**src/rtl/mult_acc_pipe.sv**
```systemverilog
// mult_acc_pipe: valid-qualified signed multiply-add/accumulate pipeline.
// It has four ce-gated stages:
//   S1 registers the inputs.
//   S2 forms the full-width product.
//   S3 updates the wide accumulator.
//   S4 applies a rounding arithmetic right shift, then saturates to PW bits
//      and raises a per-sample saturation flag.
// The accumulator feeds back onto itself inside S3, so accumulate ops can
// run back-to-back without bubbles.
module mult_acc_pipe #(
    parameter int AW    = 27,
    parameter int BW    = 18,
    parameter int CW    = 48,
    parameter int PW    = 48,
    parameter int ACCW  = 64,
    parameter int SHIFT = 0
) (
    input  logic            clk,
    input  logic            rst,
    input  logic            ce,
    input  logic            vin,
    input  logic [1:0]      op,
    input  logic [AW-1:0]   ain,
    input  logic [BW-1:0]   bin,
    input  logic [CW-1:0]   cin,
    output logic            vout,
    output logic [PW-1:0]   pout,
    output logic            sat
);

    localparam int MW    = AW + BW;
    localparam int MAXIN = (MW > CW) ? MW : CW;

    // The accumulator must hold any single product or addend plus one bit
    // of headroom. The output and shift must also fit inside it.
    generate
        if (ACCW < MAXIN + 1) begin : g_bad_accw
            $error("mult_acc_pipe: ACCW too small for max(AW+BW, CW)+1");
        end
        if (SHIFT < 0 || SHIFT >= ACCW) begin : g_bad_shift
            $error("mult_acc_pipe: SHIFT must satisfy 0 <= SHIFT < ACCW");
        end
        if (PW > ACCW) begin : g_bad_pw
            $error("mult_acc_pipe: PW must not exceed ACCW");
        end
    endgenerate

    // Rounding and saturation work one bit wider than the accumulator, so
    // the half-LSB rounding add can never overflow.
    localparam logic signed [ACCW:0] ONE_W = 1;
    localparam logic signed [ACCW:0] RND   = (ONE_W << SHIFT) >> 1;
    localparam logic signed [ACCW:0] P_MAX = {{(ACCW + 2 - PW){1'b0}}, {(PW - 1){1'b1}}};
    localparam logic signed [ACCW:0] P_MIN = {{(ACCW + 2 - PW){1'b1}}, {(PW - 1){1'b0}}};

    // S1 registers
    logic signed [AW-1:0]   a1_reg;
    logic signed [BW-1:0]   b1_reg;
    logic signed [CW-1:0]   c1_reg;
    logic [1:0]             op1_reg;
    logic                   v1_reg;

    // S2 registers
    logic signed [MW-1:0]   m2_reg;
    logic signed [CW-1:0]   c2_reg;
    logic [1:0]             op2_reg;
    logic                   v2_reg;

    // S3 registers
    logic signed [ACCW-1:0] acc_reg;
    logic signed [ACCW-1:0] acc_next;
    logic                   v3_reg;

    // S4 registers
    logic                   vout_reg;
    logic [PW-1:0]          pout_reg;
    logic [PW-1:0]          pout_next;
    logic                   sat_reg;
    logic                   sat_next;

    logic signed [ACCW-1:0] m_ext;
    logic signed [ACCW-1:0] c_ext;
    logic signed [ACCW:0]   sum_wide;
    logic signed [ACCW:0]   shifted;

    // S1: capture the incoming sample and its controls.
    always_ff @(posedge clk) begin
        if (rst) begin
            a1_reg  <= '0;
            b1_reg  <= '0;
            c1_reg  <= '0;
            op1_reg <= '0;
            v1_reg  <= 1'b0;
        end else if (ce) begin
            a1_reg  <= ain;
            b1_reg  <= bin;
            c1_reg  <= cin;
            op1_reg <= op;
            v1_reg  <= vin;
        end
    end

    // S2: form the full-precision signed product and carry the addend and op along.
    always_ff @(posedge clk) begin
        if (rst) begin
            m2_reg  <= '0;
            c2_reg  <= '0;
            op2_reg <= '0;
            v2_reg  <= 1'b0;
        end else if (ce) begin
            m2_reg  <= a1_reg * b1_reg;
            c2_reg  <= c1_reg;
            op2_reg <= op2_next_op(op1_reg);
            v2_reg  <= v1_reg;
        end
    end

    function automatic logic [1:0] op2_next_op(input logic [1:0] o);
        return o;
    endfunction

    // S3: sign-extend, then select the next accumulator value.
    // Bubbles leave the running sum untouched.
    always_comb begin
        m_ext    = {{(ACCW - MW){m2_reg[MW-1]}}, m2_reg};
        c_ext    = {{(ACCW - CW){c2_reg[CW-1]}}, c2_reg};
        acc_next = acc_reg;
        if (v2_reg) begin
            case (op2_reg)
                2'b00:   acc_next = c_ext + m_ext;
                2'b01:   acc_next = c_ext - m_ext;
                2'b10:   acc_next = acc_reg + m_ext;
                default: acc_next = acc_reg - m_ext;
            endcase
        end
    end

    // S3: accumulator and valid register.
    always_ff @(posedge clk) begin
        if (rst) begin
            acc_reg <= '0;
            v3_reg  <= 1'b0;
        end else if (ce) begin
            acc_reg <= acc_next;
            v3_reg  <= v2_reg;
        end
    end

    // S4: round half toward +inf, arithmetic shift, then clip to the output range.
    always_comb begin
        sum_wide = {acc_reg[ACCW-1], acc_reg} + RND;
        shifted  = sum_wide >>> SHIFT;
        sat_next = 1'b0;
        if (shifted > P_MAX) begin
            pout_next = P_MAX[PW-1:0];
            sat_next  = 1'b1;
        end else if (shifted < P_MIN) begin
            pout_next = P_MIN[PW-1:0];
            sat_next  = 1'b1;
        end else begin
            pout_next = shifted[PW-1:0];
        end
    end

    // S4: output registers.
    // pout and sat only move on a valid sample and otherwise keep the last result.
    always_ff @(posedge clk) begin
        if (rst) begin
            vout_reg <= 1'b0;
            pout_reg <= '0;
            sat_reg  <= 1'b0;
        end else if (ce) begin
            vout_reg <= v3_reg;
            if (v3_reg) begin
                pout_reg <= pout_next;
                sat_reg  <= sat_next;
            end
        end
    end

    assign vout = vout_reg;
    assign pout = pout_reg;
    assign sat  = sat_reg;

endmodule

```
**config.mk**
```make
export PLATFORM = sky130hd
export DESIGN_NAME = mult_acc_pipe
export DESIGN_NICKNAME = d
export VERILOG_FILES = /design/src/rtl/mult_acc_pipe.sv
export SDC_FILE = /design/constraint.sdc
export NUM_CORES = 2
export LEC_CHECK = 0
export CAP_MARGIN = 10
export CORE_MARGIN = 3
export CORE_UTILIZATION = 55
export CTS_CLUSTER_DIAMETER = 30
export DETAILED_ROUTE_END_ITERATION = 8
export PLACE_DENSITY = 0.83
export REMOVE_ABC_BUFFERS = 1
export SYNTH_ARGS = -nofsm -noshare
export SYNTH_HDL_FRONTEND = slang
export SYNTH_SLANG_ARGS = --single-unit
```
**constraint.sdc**
```tcl
create_clock -name clk -period 7.66 [get_ports clk]
set_input_delay 1.915 -clock clk [delete_from_list [all_inputs] [get_ports clk]]
set_output_delay 1.915 -clock clk [all_outputs]
set_load 0.05 [all_outputs]
```
==> results.md <==
* Hpwl dp at 82.37 mm
* TNS Setup at 0 ns
* Top cells by count, synth: inv_1 (700), fa_1 (476), nand2_1 (450), nor2_1 (429), dfxtp_1 (307)
* Dominant synthesized flop cell: dfxtp_1
* Max Slew Vio Count at 0
* ANT nets after route at 0
* Seq cells post-synth at 307
* Met2 WL at 48.41 mm
* GPL Wtd Cong at 0.9810
* Vias in the first global route at 33000
* Seq/Total Area, Yosys at 15.94%
* Worst setup SP type: flip-flop
* M1 WL at 44.95 mm
* Max Clock Skew at 0.03403 ns
* Synthesized area per cell at 8.212 um^2
* Synth area leaders: fa_1 (25%), dfxtp_1 (16%), ha_1 (8.8%)
* Global-route wire length before repair at 172.3 mm
* Final Cycle Share at 94.18%
* Tot GR Track Use at 28.74%
* Final core utilization at 62.70%
* Inserted Diodes at 0
* Post-synth top area share at 24.71%
* CTS tree: yes
* RSZ-0062 raised after global routing: false
* Initial core utilization at 55.84%
* Max stage delay on crit path at 0.82 ns
* Dominant cell type by area after synthesis: fa_1
* # port buffers at 148
* Worst path buffer plus inverter count at 5
* Synth async-reset ratio at 0%
* Max reg flops at 64
* Reg clk slew, reported paths at 0.05 ns
* Pwr dens at 210.2 mW/mm^2
* Worst VDD drop at 158.5 uV
* CP endpoint kind: flip-flop
* Pre-CTS setup slack at 0.5375 ns
* Area grow syn2layout at 12.29%
* DRC at 0
* Wire per inst at 18.50 um
* Setup WS post-layout at 0.4454 ns
* Die Ht at 270.8 um
* Post-synth EDFFs at 0
* Num ports at 149
* WP data required at 8.11 ns
* Synthesis Warnings at 0
* Worst-Margin Slew at 0.9014 ns
* FF-to-FF path depth at 22
* Hold Path Sink: c2_reg[35]$_SDFFE_PP0P_
* Reg2Reg Launch Point: b1_reg[3]$_SDFFE_PP0P_
* Worst hold margin at 0.4683 ns
* Leakage at 0.02019 uW
* Pre-antenna DRT Iters at 6
* Total number of vias at 32770
* Count leader, synth: inv_1
* Die area at 0.07333 mm^2
* GR Overflow Total at 0
* FF-to-FF setup slack at 0.45 ns
* Hold WC Path Type: flip-flop to flip-flop
* Share of layout cells above drive strength 1 at 5.143%
* Netlist Area Pre-Place at 0.03856 mm^2
* Met3 WL at 9.039 mm
* CP max stage cell: a2111oi_0
* CP Cell Sequence: buf_4, nand2_1, fa_1, fa_1, fa_1, inv_1, fa_1, fa_1, inv_1, fa_1, inv_1, ha_1, o21ai_0, a21oi_1, o21a_1, inv_1, nor3_1, a21oi_1, a2111oi_0, o21a_1, o21a_1, nor4_1
* Largest net degree at the start of global routing at 154
* CP dominant cell by count: fa_1
* Final WL at 105.3 mm
* HP Start: c1_reg[35]$_SDFFE_PP0P_
* NumNets Final at 5549
* Fin crit period at 7.215 ns
* CTS buffer count at 74
* Synth unique cells at 97
* Setup CP Type: flip-flop to flip-flop
* Fillers at 5807
* Worst-path maximum fanout at 16
* Clock root cell: clkbuf_16
* Clock tree buffer depth at 3
* Htree depth at 3
* Worst reg2reg endpoint: m2_reg[44]$_SDFFE_PP0P_
* Cells after Synth at 4696
* Initial antenna violation count at 0
* Rows at 96
* Hold Violations, Final at 0
* Via density at 5.755
* Starting DRC count in detailed routing at 2541
* Slew Limit Headroom at 38.35%
* Clk_lat worst skew at 0.62 ns
* Arr. time, crit path at 7.66 ns
* Die width at 270.8 um
* Top routing layer in use: met4
* Largest delay share family, worst path: adder cells
* Core box area at 0.06907 mm^2
* CTS Hold Buffers Added at 0
* WHS Path Cells at 2
* Max-cap violations at 0
* Fmax at 0.1386 GHz
* Final setup violating endpoints at 0
* Clk sinks at 307
* Status: complete, no violations
==> worst register-to-register path, cell delays in order, from the launching register on <==
cell and delay, ns:
dfxtp_1 0.62, buf_4 0.30, nand2_1 0.11, fa_1 0.55, fa_1 0.52, fa_1 0.55
inv_1 0.07, fa_1 0.50, fa_1 0.49, inv_1 0.05, fa_1 0.48, inv_1 0.04
ha_1 0.37, o21ai_0 0.15, a21oi_1 0.20, o21a_1 0.23, inv_1 0.10, nor3_1 0.24
a21oi_1 0.17, a2111oi_0 0.82, o21a_1 0.30, o21a_1 0.13, nor4_1 0.04
==> cell families (layout without fill, tap and decap cells) <==
logic type	after synthesis	after routing	synth area share, %
muxes	187	187	4.860
adders and majority gates	747	747	33.50
DFF	307	307	15.94
buffers and inverters	968	1036	9.509
xor gates and xnor gates	182	182	4.133
and+or+nand+nor	1381	1381	16.71
AOI/OAI and AO/OA	924	924	15.35
==> power breakdown <==
group	internal, uW	switching [uW]	leakage [uW]	total (uW)
combinational	1480	2330	0.0164	3800
sequential	1710	219	0.00251	1920
clock	2310	1070	0.00130	3370
==> layout make-up <==
| class | count | area, um^2 | area share [%] |
|---|---|---|---|
| Tap cell | 931 | 1165 | 2.690 |
| Sequential cell | 307 | 6153 | 14.21 |
| Multi-Input combinational cell | 3421 | 28760 | 66.41 |
| Clock inverter | 44 | 669.4 | 1.546 |
| Inverter | 701 | 2631 | 6.076 |
| Clock buffer | 93 | 2034 | 4.698 |
| Timing Repair Buffer | 198 | 1891 | 4.366 |
==> worst max path at each step <==
stage                                 start                      end  slack [ns]  cells after the start
detailed placement   b1_reg[4]$_SDFFE_PP0P_  m2_reg[44]$_SDFFE_PP0P_        0.54                     21
finish               b1_reg[3]$_SDFFE_PP0P_  m2_reg[44]$_SDFFE_PP0P_        0.45                     22
CTS                  b1_reg[4]$_SDFFE_PP0P_  m2_reg[44]$_SDFFE_PP0P_        0.47                     21
global route        b1_reg[16]$_SDFFE_PP0P_  m2_reg[32]$_SDFFE_PP0P_        0.04                     21
global placement     b1_reg[4]$_SDFFE_PP0P_  m2_reg[44]$_SDFFE_PP0P_        0.63                     21
floorplan            b1_reg[3]$_SDFFE_PP0P_  m2_reg[44]$_SDFFE_PP0P_        1.19                     24
==> repair_timing <==
action | 4_1_cts | 5_1_grt
setup endpoints to repair | 0 | 2
endpoints found under the hold margin | 0 | 0
setup buffers | 0 | 0
gates resized for setup | 0 | 4
==> per-layer routing <==
layer / vias up / GRT usage (%)
met5: - / 0
met4: 0 / 8.788
met3: 211 / 4.346
met2: 1353 / 46.62
li1: 15360 / -
met1: 15850 / 39.77
==> cell usage in the layout, fill, tap and decap left out, drive strengths merged, types with 185 or more instances in the layout <==
master  netlist  layout
and2        197     197
nor2        430     430
inv         700     708
o21ai       207     207
ha          271     271
a21oi       301     301
dfxtp       307     307
fa          476     476
mux2i       185     185
nand2       451     451
==> through the flow <==
stage	total power (uW)	area [um^2]	cells
after floorplan	4661	37530	4429
after global placement	5593	40600	5558
after detailed placement	5660	40600	5558
after CTS	9093	43300	5695
after global routing	9695	43300	5695
final	9101	43300	5695
Note: power is estimated with default switching activity, not from simulation.
